**src/rtl/event_encoder_pkg.sv**
```systemverilog
// Shared sizes, FSM state type and a decode helper for the event encoder.
package event_encoder_pkg;

  localparam int N_EV  = 8;
  localparam int IDX_W = 3;

  typedef enum logic {
    EMPTY = 1'b0,
    OFFER = 1'b1
  } state_e;

  // One-hot decode of an event index (3-to-8).
  function automatic logic [N_EV-1:0] idx_onehot(input logic [IDX_W-1:0] idx);
    logic [N_EV-1:0] one;
    one = {{(N_EV-1){1'b0}}, 1'b1};
    return one << idx;
  endfunction

endpackage

```
**src/rtl/event_encoder_prio_sel.sv**
```systemverilog
// Combinational priority selector: first set request bit scanning upward
// from start_i and wrapping modulo N_EV. start_i = 0 gives fixed
// lowest-index-wins priority.
module prio_sel
  import event_encoder_pkg::*;
(
  input  logic [N_EV-1:0]  req_i,
  input  logic [IDX_W-1:0] start_i,
  output logic [IDX_W-1:0] idx_o,
  output logic             found_o
);

  logic [IDX_W-1:0] pos;

  // Scan from the far end back toward start_i so the nearest hit is written last.
  always_comb begin
    idx_o   = '0;
    found_o = 1'b0;
    pos     = '0;
    for (int k = N_EV - 1; k >= 0; k--) begin
      pos = start_i + IDX_W'(k);
      if (req_i[pos]) begin
        idx_o   = pos;
        found_o = 1'b1;
      end
    end
  end

endmodule

```
**src/rtl/event_encoder.sv**
```systemverilog
// Event encoder: captures rising edges on eight request lines as pending
// events and offers them one at a time as a binary index with a
// valid/ready handshake. Fixed or round-robin priority by parameter.
module event_encoder
  import event_encoder_pkg::*;
#(
  parameter int unsigned ROUND_ROBIN = 0
) (
  input  logic             clk,
  input  logic             rst_n,
  input  logic [N_EV-1:0]  in,
  input  logic             clr,
  input  logic             ready,
  output logic [IDX_W-1:0] out,
  output logic             valid,
  output logic [N_EV-1:0]  pending,
  output logic             overflow
);

  logic [N_EV-1:0]  in_q;
  logic [N_EV-1:0]  pending_q;
  logic [N_EV-1:0]  pending_d;
  logic             overflow_q;
  logic             overflow_d;
  state_e           state_q;
  logic [IDX_W-1:0] out_q;
  logic [IDX_W-1:0] last_q;
  logic [IDX_W-1:0] last_d;

  logic [N_EV-1:0]  rise;
  logic [N_EV-1:0]  served;
  logic [N_EV-1:0]  cand;
  logic             hs;
  logic             load;
  logic [IDX_W-1:0] start;
  logic [IDX_W-1:0] sel;
  logic             found;

  assign rise = in & ~in_q;
  assign hs   = (state_q == OFFER) && ready;
  assign load = (state_q == EMPTY) || hs;

  // The served bit drops out of the candidate set; rises this edge are not
  // candidates yet, but they do re-set pending (set beats the handshake clear).
  assign served    = hs ? idx_onehot(out_q) : '0;
  assign cand      = pending_q & ~served;
  assign pending_d = cand | rise;

  // A rise on a bit that remains pending after this edge is a merged event.
  assign overflow_d = overflow_q | (|(rise & cand));

  // Round-robin scan begins just past the most recently served index,
  // including the one being served right now.
  assign last_d = hs ? out_q : last_q;
  assign start  = (ROUND_ROBIN != 0) ? (last_d + IDX_W'(1)) : '0;

  prio_sel u_prio_sel (
    .req_i   (cand),
    .start_i (start),
    .idx_o   (sel),
    .found_o (found)
  );

  // Edge-detect history, pending set, overflow flag and the EMPTY/OFFER FSM.
  always_ff @(posedge clk or negedge rst_n) begin
    if (!rst_n) begin
      in_q       <= '0;
      pending_q  <= '0;
      overflow_q <= 1'b0;
      state_q    <= EMPTY;
      out_q      <= '0;
      last_q     <= '1;
    end else begin
      in_q <= in;
      if (clr) begin
        pending_q  <= '0;
        overflow_q <= 1'b0;
        state_q    <= EMPTY;
      end else begin
        pending_q  <= pending_d;
        overflow_q <= overflow_d;
        last_q     <= last_d;
        if (load) begin
          if (found) begin
            state_q <= OFFER;
            out_q   <= sel;
          end else begin
            state_q <= EMPTY;
          end
        end
      end
    end
  end

  assign out      = out_q;
  assign valid    = (state_q == OFFER);
  assign pending  = pending_q;
  assign overflow = overflow_q;

endmodule

```
**config.mk**
```make
export PLATFORM = sky130hd
export DESIGN_NAME = event_encoder
export DESIGN_NICKNAME = d
export VERILOG_FILES = /design/src/rtl/event_encoder_pkg.sv /design/src/rtl/event_encoder_prio_sel.sv /design/src/rtl/event_encoder.sv
export SDC_FILE = /design/constraint.sdc
export NUM_CORES = 1
export LEC_CHECK = 0
export BUFFER_PORTS_ARGS = -buffer_cell sky130_fd_sc_hd__buf_2
export CORE_UTILIZATION = 37
export DETAILED_ROUTE_END_ITERATION = 7
export HOLD_SLACK_MARGIN = 0.15
export SLEW_MARGIN = 10
export SYNTH_ARGS = -nofsm -noshare
export SYNTH_HDL_FRONTEND = slang
export SYNTH_SLANG_ARGS = --single-unit
```
**constraint.sdc**
```tcl
create_clock -name clk -period 2.4 [get_ports clk]
set_input_delay 0 -clock clk [delete_from_list [all_inputs] [get_ports clk]]
set_output_delay 0 -clock clk [all_outputs]
set_load 0.01 [all_outputs]
```
==> summary.txt <==
Critical path
  – Critical path capture point type: flop
  – Startpoint of the most critical register-to-register path: out[0]
  – End of the worst register-to-register path: out[1]
  – Required time worst endpoint: 2.60 ns
  – Maximum fanout along the worst path: 7
  – Buf/Inv on CP: 0
  – Slowest stage delay, CP: between 0.4 and 0.5 ns
  – Crit Path Class: flop to flop
  – Kind of start point of the critical path: flop
  – FF-to-FF setup slack: slightly above 0.4 ns
  – Arr. time, crit path: 2.18 ns
  – Cell depth of the worst flop-to-flop path: 5
  – Cell breakdown of the critical path: nand2b_1 > o21ai_1 > nand4_2 > o21ai_2 > mux2_1
  – Highest-delay cell along the critical path: sky130_fd_sc_hd__dfrtp_1
  – Cell family with most CP delay: compound AO/OA/AOI/OAI gates

Floorplanning
  – DIE WIDTH: 51.8 um
  – Overall die height: 51.8 um
  – Initial Utilization: just over 40%
  – Number of top-level pins: 25
  – Total number of placement rows: 17
  – Total die area: 2680 um^2
  – Floorplan Core Area: about 2300 um^2

Clock network
  – Post-CTS sizing: 0
  – TritonCTS clock tree: built
  – Clk sinks: 21
  – Maximum buffer depth of the clock tree: 2
  – Clock latency of the later-clocked register in the worst-skew pair: roughly 0.30 ns
  – Root Buffer Master: sky130_fd_sc_hd__clkbuf_4
  – Num CTS Buffers: 3
  – Clock-pin slew reported for the worst setup and hold paths after clock tree synthesis: about 0.11 ns
  – H-tree depth: 1

Placement
  – Number of port buffers: 24
  – Sum of net half-perimeters after detailed placement: around 1400 um
  – Setup WS pre-CTS: 0.457 ns
  – Routability congestion estimate: 0.805

Global routing
  – GRT Util Overall: between 10% and 20%
  – Global route total overflow: 0
  – Global-route wire length before repair: roughly 3200 um
  – Number of global-route vias before repair: ~730
  – Maximum number of pins on one net before global-route repair: 22
  – Initial antenna violation count: 0

Timing
  – Clock skew: 0.000449 ns
  – Minimum hold slack: about 0.16 ns
  – Number of pins with negative max-slew slack in the final report: 0
  – Top achievable clock speed: between 500 and 600 MHz
  – Setup repair after global routing missed its margin: false
  – Setup tns final: 0 ns
  – Post-layout minimum cycle time: between 1.5 and 2 ns
  – Transition time at the pin with the least slew margin: between 0.4 and 0.5 ns
  – Final setup violation count: 0
  – Ratio of final minimum period to clock period: between 80% and 90%
  – Number of failing hold endpoints at the final stage: 0
  – Slew HR: a little over two thirds
  – Post-route worst setup slack: ~0.41 ns

Logic synthesis
  – Combined area of all synthesized cells: between 900 and 1000 um^2
  – #FFs+latches synth: 21
  – Share of synthesized area occupied by flip-flops and latches: 57.4%
  – Net Count, Synth: 91
  – Number of warnings printed during yosys synthesis: 0
  – Unique cell type count in the Yosys netlist: 25
  – Cell count after synthesis: 79
  – Synthesized area divided by synthesized cell count: around 12 um^2

Layout
  – Number of nets in the layout: 132
  – Area delta synth->final: 33.1%
  – Final core utilization: between 50 and 60%
  – Layout cell share with drive strength beyond 1: between 30% and 40%
  – Antenna fix cells: 0
  – FILL cells: approximately 210
  – Reg area: between 500 and 600 um^2
  – Area taken by multi-input logic gates: between 300 and 400 um^2

Run status
  – Result of the run: finished, final reports clean

Routing
  – Total via count after detailed routing: 780
  – Number of search-and-repair iterations in the first detailed-routing pass: 4
  – Post-DR wirelength/cell: between 10 and 15 um
  – Total Wirelength: roughly 1900 um
  – Remaining number of nets flagged by the antenna check after routing: 0
  – Vias per inst: 5.31
  – Starting DRC count in detailed routing: 20
  – Number of design rule violations left after detail routing: 0

Flow run
  – MaxCap Viol Count: 0

Min path
  – Path class of the lowest-slack min-delay path: input pin to asynchronous set/reset pin

Pwr
  – Static leakage: approximately 0.57 nW
  – Power density of the placed cells: approximately 640 nW/um^2
  – Peak supply drop: approximately 0.00047 V
==> Yosys cell counts, drive strengths merged <==
cell / count / area, um^2
dfrtp: 21 / 526
o21ba: 1 / 10.0
o211ai: 3 / 22.5
o2bb2ai: 1 / 8.76
nor3: 1 / 5.00
o31ai: 2 / 25.0
a22oi: 1 / 7.51
o22ai: 3 / 18.8
nor2: 1 / 3.75
mux2: 1 / 11.3
nand2: 2 / 7.51
nand4: 2 / 25.0
clkbuf: 1 / 3.75
a21oi: 10 / 50.1
inv: 3 / 11.3
o21a: 2 / 15.0
a31oi: 2 / 12.5
nand2b: 11 / 68.8
o21bai: 1 / 7.51
o21ai: 7 / 38.8
nand3: 1 / 10.0
a211oi: 1 / 7.51
nand3b: 1 / 20.0
==> sequential cells by signal (all words and copies together), names as in the netlist <==
name	count
overflow	1
in_q	8
out	3
pending	8
valid	1
==> timing repair <==
item / 4_1_cts / 5_1_grt
setup buffers: 0 / 0
endpoints found under the hold margin: 39 / 0
hold buffers: 11 / 0
==> routing by layer <==
metal | vias to the layer above | routed length, um | share of wire [%] | global-route usage, %
met2 | 17 | 887 | 46 | 24.2
met5 | - | 0 | 0 | 0
met3 | 4 | 68 | 3.5 | 3.51
met4 | 0 | 27 | 1.4 | 5.41
met1 | 382 | 953 | 49 | 23.1
li1 | 377 | - | - | -
==> metrics by stage <==
step                      area [um^2]  cells  power [mW]
after floorplan                   916     79       0.532
after global placement           1080    132       0.607
after detailed placement         1080    132       0.607
after CTS                        1220    147       0.792
after global routing             1220    147       0.821
final                            1220    147       0.784
==> power breakdown <==
| part | total (mW) | internal [mW] | leakage, nW | switching [mW] |
|---|---|---|---|---|
| Clock | 0.170 | 0.0648 | 0.0150 | 0.105 |
| Combinational | 0.187 | 0.0880 | 0.292 | 0.0987 |
| Sequential | 0.427 | 0.387 | 0.260 | 0.0401 |
==> logic make-up after synthesis <==
group | count (synthesis) | synth area share (%)
and+or+nand+nor | 19 | 15.3
buffers and inverters | 4 | 1.64
muxes | 1 | 1.23
AOI/OAI and AO/OA | 34 | 24.5
DFF | 21 | 57.4
==> layout by cell type (no fill, tap or decap) <==
master,synthesis,final
sky130_fd_sc_hd__o21ai_0,1,1
sky130_fd_sc_hd__buf_4,0,2
sky130_fd_sc_hd__nand4_2,2,2
sky130_fd_sc_hd__dlygate4sd3_1,0,11
sky130_fd_sc_hd__inv_1,3,3
sky130_fd_sc_hd__clkbuf_4,0,3
sky130_fd_sc_hd__nand2b_1,11,11
sky130_fd_sc_hd__nand3b_4,1,1
sky130_fd_sc_hd__mux2_1,1,1
sky130_fd_sc_hd__o21ai_1,5,5
sky130_fd_sc_hd__clkbuf_1,1,1
sky130_fd_sc_hd__a21oi_1,10,10
sky130_fd_sc_hd__o21a_1,2,2
sky130_fd_sc_hd__o2bb2ai_1,1,1
sky130_fd_sc_hd__o21bai_1,1,1
sky130_fd_sc_hd__buf_2,0,24
sky130_fd_sc_hd__nor3_1,1,1
sky130_fd_sc_hd__o21ba_2,1,1
sky130_fd_sc_hd__nor2_1,1,1
sky130_fd_sc_hd__a22oi_1,1,1
sky130_fd_sc_hd__o31ai_2,2,2
sky130_fd_sc_hd__a31oi_1,2,2
sky130_fd_sc_hd__nand3_2,1,1
sky130_fd_sc_hd__dfrtp_1,21,21
sky130_fd_sc_hd__o22ai_1,3,3
sky130_fd_sc_hd__a211oi_1,1,1
sky130_fd_sc_hd__o21ai_2,1,1
sky130_fd_sc_hd__o211ai_1,3,3
sky130_fd_sc_hd__nand2_1,2,2
==> worst max-delay path by stage <==
stage                     slack [ns]  startpoint      to  cells past startpoint
after floorplan                 0.62      out[0]  out[1]                      5
after global placement          0.47      out[0]  out[1]                      5
after detailed placement        0.46      out[0]  out[1]                      5
after CTS                       0.43      out[0]  out[1]                      5
after global routing            0.34      out[0]  out[1]                      5
final                           0.41      out[0]  out[1]                      5
==> cell type report <==
cell class | instances | share of cell area, %
well taps | 28 | 2.87
inverters | 3 | 0.924
repair buffers | 37 | 20.1
clock buffers | 4 | 2.16
multi-input cells | 54 | 30.8
flip-flops and latches | 21 | 43.1
(Power assumes the default switching activity.)
